**config.mk**
```make
export PLATFORM = sky130hd
export DESIGN_NAME = rst_seq
export DESIGN_NICKNAME = d
export VERILOG_FILES = /design/src/rtl/rst_seq_pkg.sv /design/src/rtl/sync_chain.sv /design/src/rtl/rst_seq.sv
export SDC_FILE = /design/constraint.sdc
export NUM_CORES = 1
export LEC_CHECK = 0
export BUFFER_PORTS_ARGS = -buffer_cell sky130_fd_sc_hd__buf_4
export CAP_MARGIN = 15
export CELL_PAD_IN_SITES_DETAIL_PLACEMENT = 0
export CELL_PAD_IN_SITES_GLOBAL_PLACEMENT = 1
export CORE_UTILIZATION = 40
export DETAILED_ROUTE_END_ITERATION = 16
export GPL_TIMING_DRIVEN = 1
export PLACE_DENSITY = 0.77
export SLEW_MARGIN = 20
export SYNTH_ARGS = -nofsm -noshare
export SYNTH_HDL_FRONTEND = slang
export SYNTH_SLANG_ARGS = --single-unit
```
**constraint.sdc**
```tcl
create_clock -name clk -period 2.8 [get_ports clk]
set_clock_uncertainty 0.2 [all_clocks]
set_input_delay 0 -clock clk [delete_from_list [all_inputs] [get_ports clk]]
set_output_delay 0 -clock clk [all_outputs]
set_load 0.02 [all_outputs]
```
**src/rtl/rst_seq_pkg.sv**
```systemverilog
// Shared types and sizing helpers for the reset sequencer.
// The FSM state encoding and the counter-width rule live here.
package rst_seq_pkg;

    typedef enum logic [1:0] {
        ASSERT,
        HOLD,
        RELEASE,
        RUN
    } state_t;

    // The counter must reach both MIN_ASSERT-1 and STAGGER-1.
    function automatic int cnt_width(input int min_assert, input int stagger);
        int longest;
        longest = (min_assert > stagger) ? min_assert : stagger;
        return $clog2(longest + 1);
    endfunction

endpackage

```
**src/rtl/sync_chain.sv**
```systemverilog
// One-bit multi-stage synchroniser, falling-edge clocked, clears to 0
// (request asserted) on a synchronous active-high reset.
module sync_chain #(
    parameter int STAGES = 2
) (
    input  logic clk,
    input  logic rst,
    input  logic d,
    output logic q
);

    logic [STAGES-1:0] chain;

    // NOTE: non-blocking so each stage captures its neighbour's pre-edge value.
    always_ff @(negedge clk) begin
        if (rst) begin
            chain <= '0;
        end else begin
            chain <= {chain[STAGES-2:0], d};
        end
    end

    assign q = chain[STAGES-1];

endmodule

```
**src/rtl/rst_seq.sv**
```systemverilog
// Reset sequencer: synchronises reset requests, waits out a quiet period,
// then releases the domain resets one by one, STAGGER cycles apart.
module rst_seq
    import rst_seq_pkg::*;
#(
    parameter int N_SRC       = 2,
    parameter int SYNC_STAGES = 2,
    parameter int N_OUT       = 3,
    parameter int MIN_ASSERT  = 16,
    parameter int STAGGER     = 4
) (
    input  logic             clk,
    input  logic             rst,
    input  logic [N_SRC-1:0] req_n,
    input  logic             sw_req,
    input  logic             cause_clr,
    output logic [N_OUT-1:0] rst_n_out,
    output logic             all_released,
    output logic [N_SRC:0]   cause
);

    localparam int CW = cnt_width(MIN_ASSERT, STAGGER);
    localparam int IW = $clog2(N_OUT) + 1;

    localparam logic [CW-1:0] HOLD_LAST = CW'(MIN_ASSERT - 1);
    localparam logic [CW-1:0] STAG_LAST = CW'(STAGGER - 1);
    localparam logic [IW-1:0] IDX_LAST  = IW'(N_OUT - 1);

    state_t           state;
    logic [CW-1:0]    cnt;
    logic [IW-1:0]    idx;
    logic [N_SRC-1:0] req_sync_n;
    logic [N_OUT-1:0] release_mask;
    logic             active;

    for (genvar g = 0; g < N_SRC; g++) begin : g_sync
        sync_chain #(
            .STAGES(SYNC_STAGES)
        ) u_sync (
            .clk(clk),
            .rst(rst),
            .d  (req_n[g]),
            .q  (req_sync_n[g])
        );
    end

    assign active = ~&req_sync_n | sw_req;

    // One-hot selector of the output released next.
    always_comb begin
        release_mask = '0;
        for (int i = 0; i < N_OUT; i++) begin
            release_mask[i] = (IW'(i) == idx);
        end
    end

    always_ff @(negedge clk) begin
        if (rst) begin
            state        <= ASSERT;
            cnt          <= '0;
            idx          <= '0;
            rst_n_out    <= '0;
            all_released <= 1'b0;
        end else if (active) begin
            // Any request collapses every output at once, from any state.
            state        <= ASSERT;
            cnt          <= '0;
            idx          <= '0;
            rst_n_out    <= '0;
            all_released <= 1'b0;
        end else begin
            case (state)
                ASSERT: begin
                    rst_n_out    <= '0;
                    all_released <= 1'b0;
                    cnt          <= '0;
                    idx          <= '0;
                    state        <= HOLD;
                end

                HOLD: begin
                    if (cnt == HOLD_LAST) begin
                        cnt <= '0;
                        if (N_OUT == 1) begin
                            state        <= RUN;
                            rst_n_out    <= '1;
                            all_released <= 1'b1;
                        end else begin
                            state     <= RELEASE;
                            rst_n_out <= N_OUT'(1);
                            idx       <= IW'(1);
                        end
                    end else begin
                        cnt <= cnt + CW'(1);
                    end
                end

                RELEASE: begin
                    if (cnt == STAG_LAST) begin
                        cnt       <= '0;
                        rst_n_out <= rst_n_out | release_mask;
                        idx       <= idx + IW'(1);
                        if (idx == IDX_LAST) begin
                            state        <= RUN;
                            all_released <= 1'b1;
                        end
                    end else begin
                        cnt <= cnt + CW'(1);
                    end
                end

                RUN: begin
                    rst_n_out    <= '1;
                    all_released <= 1'b1;
                end

                default: begin
                    state        <= ASSERT;
                    cnt          <= '0;
                    idx          <= '0;
                    rst_n_out    <= '0;
                    all_released <= 1'b0;
                end
            endcase
        end
    end

    // Set beats clear on the same edge, bit by bit.
    always_ff @(negedge clk) begin
        if (rst) begin
            cause <= '0;
        end else begin
            cause <= (cause_clr ? '0 : cause) | {sw_req, ~req_sync_n};
        end
    end

    // Outputs are always a thermometer code and all_released mirrors it.
    a_thermometer : assert property (@(negedge clk) disable iff (rst)
        ((rst_n_out + N_OUT'(1)) & rst_n_out) == '0);
    a_all_released : assert property (@(negedge clk) disable iff (rst)
        all_released == &rst_n_out);

endmodule
```
# --- Word level (Yosys, flattened, before mapping) ---
# Index checks and enable logic that the tools add are counted.
totals:
  out_inout_bits: 7
  register_bits: 21
  wordCells: 52
  input_bits: 6
op_classes:
  reduce_logical: 11
  addsub: 2
  n_bitwise: 4
  eq_ne: 11
  mux: 16
ops:
  columns: ["operator", "n"]
  rows:
  - ["one-hot mux 5 bit (3 select lines)", 1]
  - ["two-way mux 3 bit", 4]
  - ["one-hot mux 3 bit (4 select lines)", 1]
  - ["two-way mux 5 bit", 2]
  - ["one-hot mux 3 bit (3 select lines)", 1]
  - ["two-way mux 2 bit", 3]
  - ["!= test 2 bit, second input constant", 3]
  - ["OR 3 bit", 2]
  - ["one-hot mux 2 bit (3 select lines)", 1]
  - ["AND reduction 3 bit", 2]
  - ["nonzero test 3 bit", 2]
  - ["adder 5 x 1 -> 5 bit, second input constant", 1]
  - ["== test 5 x 2 -> 1 bit, second input constant", 1]
  - ["== test 5 x 4 -> 1 bit, second input constant", 1]
  - ["== test 2 bit, second input constant", 2]
  - ["AND reduction 2 bit", 2]
  - ["AND reduction 4 bit", 1]
  - ["adder 3 x 1 -> 3 bit, second input constant", 1]
  - ["== test 1 x 3 -> 1 bit, first input constant", 1]
  - ["== test 2 x 3 -> 1 bit, first input constant", 1]
  - ["== test 3 x 2 -> 1 bit, second input constant", 1]
  - ["logical NOT 3 bit", 1]
  - ["one-hot mux 1 bit (3 select lines)", 1]
  - ["== test 2 x 1 -> 1 bit, second input constant", 1]
  - ["other kinds (6)", 7]

# --- Longest topological paths before layout ---
# Gate-level depths: netlist of run 1.
depth:
  word_depth: 4
  mapped_depth: 8

# --- Hierarchy ---
# A second synthesis of run 1 with hierarchy kept.
hier_totals:
  hier_cells: 124
  area_unflattened_um2: 1127.3
modules_own_cells:
  columns: ["mod", "instances", "cells_each", "area_each_um2", "seq_area_each_um2"]
  rows:
  - ["rst_seq", 1, 114, 1014.7, 340.3]
  - ["sync_chain", 2, 5, 56.3, 40.0]

==> run metrics, run 1 <==
slowest CP cell=dfxtp_1; Final Core Density=52.92%; most common flop cell mapped by yosys=dfxtp_1; RSZ-0062 raised after global routing=no; TritonCTS Buffers=3; DR vias=1003; Syn. warnings=0; drt pass-1 iters=4; synth top area cells=dfxtp_1 37%, ha_1 13%, a21oi_1 6.6%, nor2b_1 3.9%, inv_1 3.6%; DR WL/cell=12.68 um; DRC=0; Max VDD drop=0.0004266 V; CP top delay family=flip-flops; grt met1 use=19.01%; status=completed; endpoint type of the worst setup path=output pin; asr flop ratio synth=0%; max-cap violations=0; GRT Max-Usage Layer=met2; PD cells=435.0 mW/mm^2; die width=55.24 um; crit-path cells=buf_4; Post-CTS Resized=0; Critical Path RT=2.60 ns; most frequent cells after synthesis=21 x dfxtp_1, 15 x a21oi_1, 12 x ha_1; leading area contributor after synthesis=dfxtp_1; met3 Resource Use GR=6.557%; Buf+Inv Stages, Crit Path=1; largest net degree at the start of global routing=15; Die Area=0.003051 mm^2; EDFF count, synth=0; final setup fails=0; critical path class=reg2out; Die Height=55.24 um; row cnt=18; CTS Root Buffer Type=clkbuf_4; I/O pins=13; area growth from synthesis to layout=19.87%; initial DRC count=28; HP Class=reg2reg; CP max FO=2; CTS tree=built; Slew @ Worst Pin=0.5108 ns; first-pass GRT wire length=4222 um; #FFs+latches synth=21; Worst-path clk slew=0.04 ns; headroom to the max-slew limit=65.47%; Mean Syn Cell Area=8.997 um^2; leakage=0.6322 nW; overall routing resource usage=16.86%; met2 usage=27.19%; Final ANT Viol Nets=0; placed instance area=0.001257 mm^2; Routability Congestion=0.7754; sequential cell area fraction in the yosys report=37.09%; CP Data Arrival Time=2.25 ns; Final Hold Violating Endpoints=0; share of layout cells above drive strength 1=13.75%; Post-CTS Repair Setup Buffers=0; port bufs=12; Bufs on Longest Clock Path=2; initial antenna violation count=0; Yosys top cell area share=37.09%; setup tns final=0 ns; H-tree depth=1; antenna cells=0; GRT overflow=0; DPL Wire Length=1766 um; hold slack=0.2369 ns; Initial Util=44.15%; Layout Nets=179; later-pin clock latency in the skew report=0.39 ns; startpoint class of the critical path=flop; Netlist Area Pre-Place=0.001134 mm^2; # hold bufs at CTS=0; Crit path largest cell delay=0.33 ns; post-route cell area=0.001359 mm^2; Cell variety after synth=38; Net Count, Synth=144; number of global-route vias before repair=1057; post-DR vias/cell=5.279; Mapped Cells=126; final wirelength=2410 um; core area=0.002567 mm^2; most common cell in the netlist=dfxtp_1; count of final max-slew check failures=0; clock sink count=21
## power breakdown
part           switching, mW  total [mW]  internal [mW]
logic                 0.0101      0.0220         0.0118
registers            0.00251       0.308          0.306
clock network          0.170       0.261         0.0907
total                  0.183       0.591          0.408
## final timing paths
path | startpoint | end | slack (ns) | cells after the start
max | rst_n_out[0] | rst_n_out[0] | 0.35 | 1
min | g_sync[1].u_sync.chain[0] | g_sync[1].u_sync.chain[1] | 0.24 | 1
max reg2reg | cnt[0] | cnt[2] | 0.56 | 8
min reg2reg | g_sync[1].u_sync.chain[0] | g_sync[1].u_sync.chain[1] | 0.24 | 1
## worst register-to-register path, stage by stage, from the launching register on
cell and delay (ns):
dfxtp_1 0.34, ha_1 0.24, nand3_1 0.11, inv_1 0.05, ha_1 0.17, and2b_1 0.30
a21oi_4 0.09, or4b_1 0.50, a21oi_1 0.16
## through the flow
| step | total power [mW] | cells | worst slack (ns) |
|---|---|---|---|
| final | 0.5911 | 190 | 0.3481 |
| after global routing | 0.6464 | 190 | 0.2916 |
| after CTS | 0.6089 | 190 | 0.3198 |
| after detailed placement | 0.3837 | 166 | 0.1338 |
| after global placement | 0.3834 | 166 | 0.1976 |
| after floorplan | 0.3712 | 126 | 0.5180 |
## registers in the layout (all words and copies together) (netlist names)
name and flops:
idx 3, all_released 1, g_sync.u_sync.chain 4, cause 3, cnt 5, rst_n_out 3, state 2
## kinds of logic (layout without fill, tap and decap cells)
group	Yosys count	in the layout	synth area share, %
buffers and inverters	14	48	4.636
and+or+nand+nor	41	41	21.96
adders and majority gates	12	12	13.24
DFF	21	21	37.09
muxes	1	1	0.8830
AOI/OAI and AO/OA	37	37	22.19
## per-layer routing
layer / share of wire, % / up-vias
li1: - / 514
met1: 45 / 460
met2: 49 / 22
met3: 4.4 / 7
met4: 1.6 / 0
met5: 0 / -
## cell usage in the layout, fill, tap and decap left out, types with 2 or more instances in the layout
master / netlist / routed
a21o_1: 2 / 2
a21oi_1: 15 / 15
and2_1: 2 / 2
buf_4: 0 / 13
clkbuf_4: 0 / 3
dfxtp_1: 21 / 21
ha_1: 12 / 12
inv_1: 11 / 32
nand2_1: 9 / 9
nand2b_1: 3 / 3
nand3_1: 4 / 4
nand4_1: 2 / 2
nor2_1: 2 / 2
nor2b_1: 7 / 7
nor3_1: 4 / 4
o21a_1: 2 / 2
o21ai_0: 4 / 4
or4b_1: 2 / 2
## cell type report
cell class	count	area (um^2)
clock buffers	3	22.52
well taps	30	37.54
clock inverters	22	82.58
multi-input cells	91	660.6
fillers	252	1209
inverters	10	37.54
flip-flops and latches	21	420.4
repair buffers	13	97.59
No activity file was read; power rests on OpenSTA's default activity.
==> run 2, diff against run 1 <==
--- a/config.mk
+++ b/config.mk
@@ -9,10 +9,12 @@
 export CAP_MARGIN = 15
 export CELL_PAD_IN_SITES_DETAIL_PLACEMENT = 0
 export CELL_PAD_IN_SITES_GLOBAL_PLACEMENT = 1
+export CORE_ASPECT_RATIO = 1.5
 export CORE_UTILIZATION = 40
 export DETAILED_ROUTE_END_ITERATION = 16
-export GPL_TIMING_DRIVEN = 1
+export GPL_TIMING_DRIVEN = 0
 export PLACE_DENSITY = 0.77
+export RECOVER_POWER = 50
 export SLEW_MARGIN = 20
 export SYNTH_ARGS = -nofsm -noshare
 export SYNTH_HDL_FRONTEND = slang
==> run 2 against run 1 <==
Against the previous run: register-to-register slack improved by 0.03 ns; hold slack improved by 0.0083 ns; worst setup slack got worse by 0.027 ns; first-iteration DRC count decreased by 36%; sequential cell count unchanged; via count increased by 4.5%; combinational power decreased by 3%; cell count increased by 4.7%; final area increased by 3.6%; die area increased by 0.14%; core utilization decreased by 0.33 points; total power increased by 26%; highest routed layer unchanged.
==> run metrics, run 2 (synthesis results as in run 1) <==
status=completed; number of global-route vias before repair=1013 (-4.2%); H-tree depth=1 (unchanged); Worst-path clk slew=0.03 ns (about the same); Initial Util=42.36% (-1.8 points); Slew @ Worst Pin=0.5411 ns (+0.03025 ns); headroom to the max-slew limit=63.93% (-1.5 points); final setup fails=0 (unchanged); later-pin clock latency in the skew report=0.34 ns (-0.05 ns); first-pass GRT wire length=4133 um (-2.1%); CP Launch Point=rst; DPL Wire Length=1907 um (+8.0%); drt pass-1 iters=4 (unchanged); share of layout cells above drive strength 1=11.73% (-2.0 points); Die Area=0.003055 mm^2 (+0.14%); Reg2Reg Depth=8 (unchanged); DR WL/cell=13.02 um (+2.6%); GRT overflow=0 (unchanged); PD cells=527.6 mW/mm^2 (+21%); Post-CTS Resized=0 (unchanged); Final ANT Viol Nets=0 (unchanged); leakage=0.6471 nW (+2.3%); CP max FO=10 (+8); Routability Congestion=0.8035 (+3.6%); HP Class=reg2reg; Die Height=67.20 um (+22%); count of final max-slew check failures=0 (unchanged); area growth from synthesis to layout=24.17%; commonest non-fill, non-tap cell in the layout=inv_1; CTS tree=built; Post-CTS Repair Setup Buffers=0 (unchanged); antenna cells=0 (unchanged); most frequent cells in the layout=31 x inv_1, 21 x dfxtp_1, 15 x a21oi_1; # hold bufs at CTS=0 (unchanged); R2R setup slack=0.59 ns (+0.03 ns); Reg with most FFs=cnt; Gate power share=2.9% (-0.8 points); overall routing resource usage=18.95% (+2.1 points); RSZ-0062 raised after global routing=no; initial DRC count=18 (-36%); Bufs on Longest Clock Path=2 (unchanged); endpoint type of the worst setup path=flop; final wirelength=2591 um (+7.5%); critical path class=in2reg; Sw Share=26.14% (-4.8 points); max reg flops=5 (unchanged); Total Power=0.7426 mW (+26%); Critical Path Sink=cnt[4]; Max VDD drop=0.0003488 V (-18%); startpoint class of the critical path=input pin; setup tns final=0 ns (unchanged); I/O pins=13 (unchanged); initial antenna violation count=0 (unchanged); Seq pwr share=41.7% (-10 points); Critical Path RT=1.40 ns (-1.20 ns); largest registers=cnt x5, g_sync.u_sync.chain x4; largest net degree at the start of global routing=13 (-2); worst reg2reg startpoint=cnt[0]; share of total power in the clock network=55.4% (+11 points); core area=0.002676 mm^2 (+4.2%); Final Hold Violating Endpoints=0 (unchanged); row cnt=23 (+5); DR vias=1048 (+4.5%); port bufs=12 (unchanged); CP Data Arrival Time=1.07 ns (-1.18 ns); max-cap violations=0 (unchanged); Int Pwr=0.5485 mW (+34%); DRC=0 (unchanged); die width=45.47 um (-18%); Reg2Reg Capture Point=cnt[2]; post-DR vias/cell=5.266 (-0.24%); TritonCTS Buffers=3 (unchanged); clock sink count=21 (unchanged); net switching power=0.1942 mW (+6.3%); CTS Root Buffer Type=clkbuf_8; Layout Nets=181 (+1.1%)
==> run 2: changes by cell type in the layout (fill, tap and decap cells not counted), sizes merged <==
cell and delta:
inv -1, bufinv +1, clkbuf +5, buf -3
==> run 2: area by class of cell <==
| type | count | area (um^2) |
|---|---|---|
| plain buffers | 3 | 11.26 |
| clock buffers | 3 | 41.29 |
| clock inverters | 22 | 108.9 |
| fillers | 283 | 1269 |
| inverters | 10 | 37.54 |
| multi-input cells | 91 | 655.6 |
| flip-flops and latches | 21 | 420.4 |
| well taps | 37 | 46.29 |
| repair buffers | 12 | 86.33 |
==> run 2: power by group through the flow <==
stage / sequential [mW] / combinational [mW] / clock [mW]
global placement: 0.314 / 0.0222 / 0.0481
CTS: 0.310 / 0.0225 / 0.431
global route: 0.309 / 0.0238 / 0.461
floorplan: 0.317 / 0.00639 / 0.0481
finish: 0.310 / 0.0213 / 0.411
detailed placement: 0.314 / 0.0224 / 0.0481
==> run 2: worst min path at each step <==
stage / start / endpoint / cells after the start
2_1_floorplan: g_sync[0].u_sync.chain[0] / g_sync[0].u_sync.chain[1] / 1
3_3_place_gp: g_sync[1].u_sync.chain[0] / g_sync[1].u_sync.chain[1] / 1
6_report: g_sync[1].u_sync.chain[0] / g_sync[1].u_sync.chain[1] / 1
3_5_place_dp: g_sync[0].u_sync.chain[0] / g_sync[0].u_sync.chain[1] / 1
5_1_grt: g_sync[1].u_sync.chain[0] / g_sync[1].u_sync.chain[1] / 1
4_1_cts: g_sync[1].u_sync.chain[0] / g_sync[1].u_sync.chain[1] / 1
==> run 2: layer usage <==
metal | track usage (%) | vias to the layer above | wire length [um]
met5 | 0 | - | 0
met2 | 34.11 | 29 | 1393
met4 | 14.39 | 0 | 70
met1 | 16.23 | 490 | 1036
met3 | 6.417 | 7 | 91
li1 | - | 522 | -
==> run 2: critical path, cell delays in order <==
cell	delay (ns)
clkbuf_1	0.26
nand4bb_1	0.20
clkbuf_1	0.45
o32ai_1	0.16
==> run 2: stage by stage <==
stage               instance area (um^2)  hold WS, ns  std cells  utilization (%)  setup slack (ns)
floorplan                           1134       0.2138        126                -            0.5180
global placement                    1270       0.2352        175            47.45            0.1853
detailed placement                  1270       0.2332        175            47.45            0.1041
CTS                                 1416       0.2511        199            52.92            0.3568
global route                        1408       0.2713        199            52.59            0.2391
finish                              1408       0.2452        199            52.59            0.3206
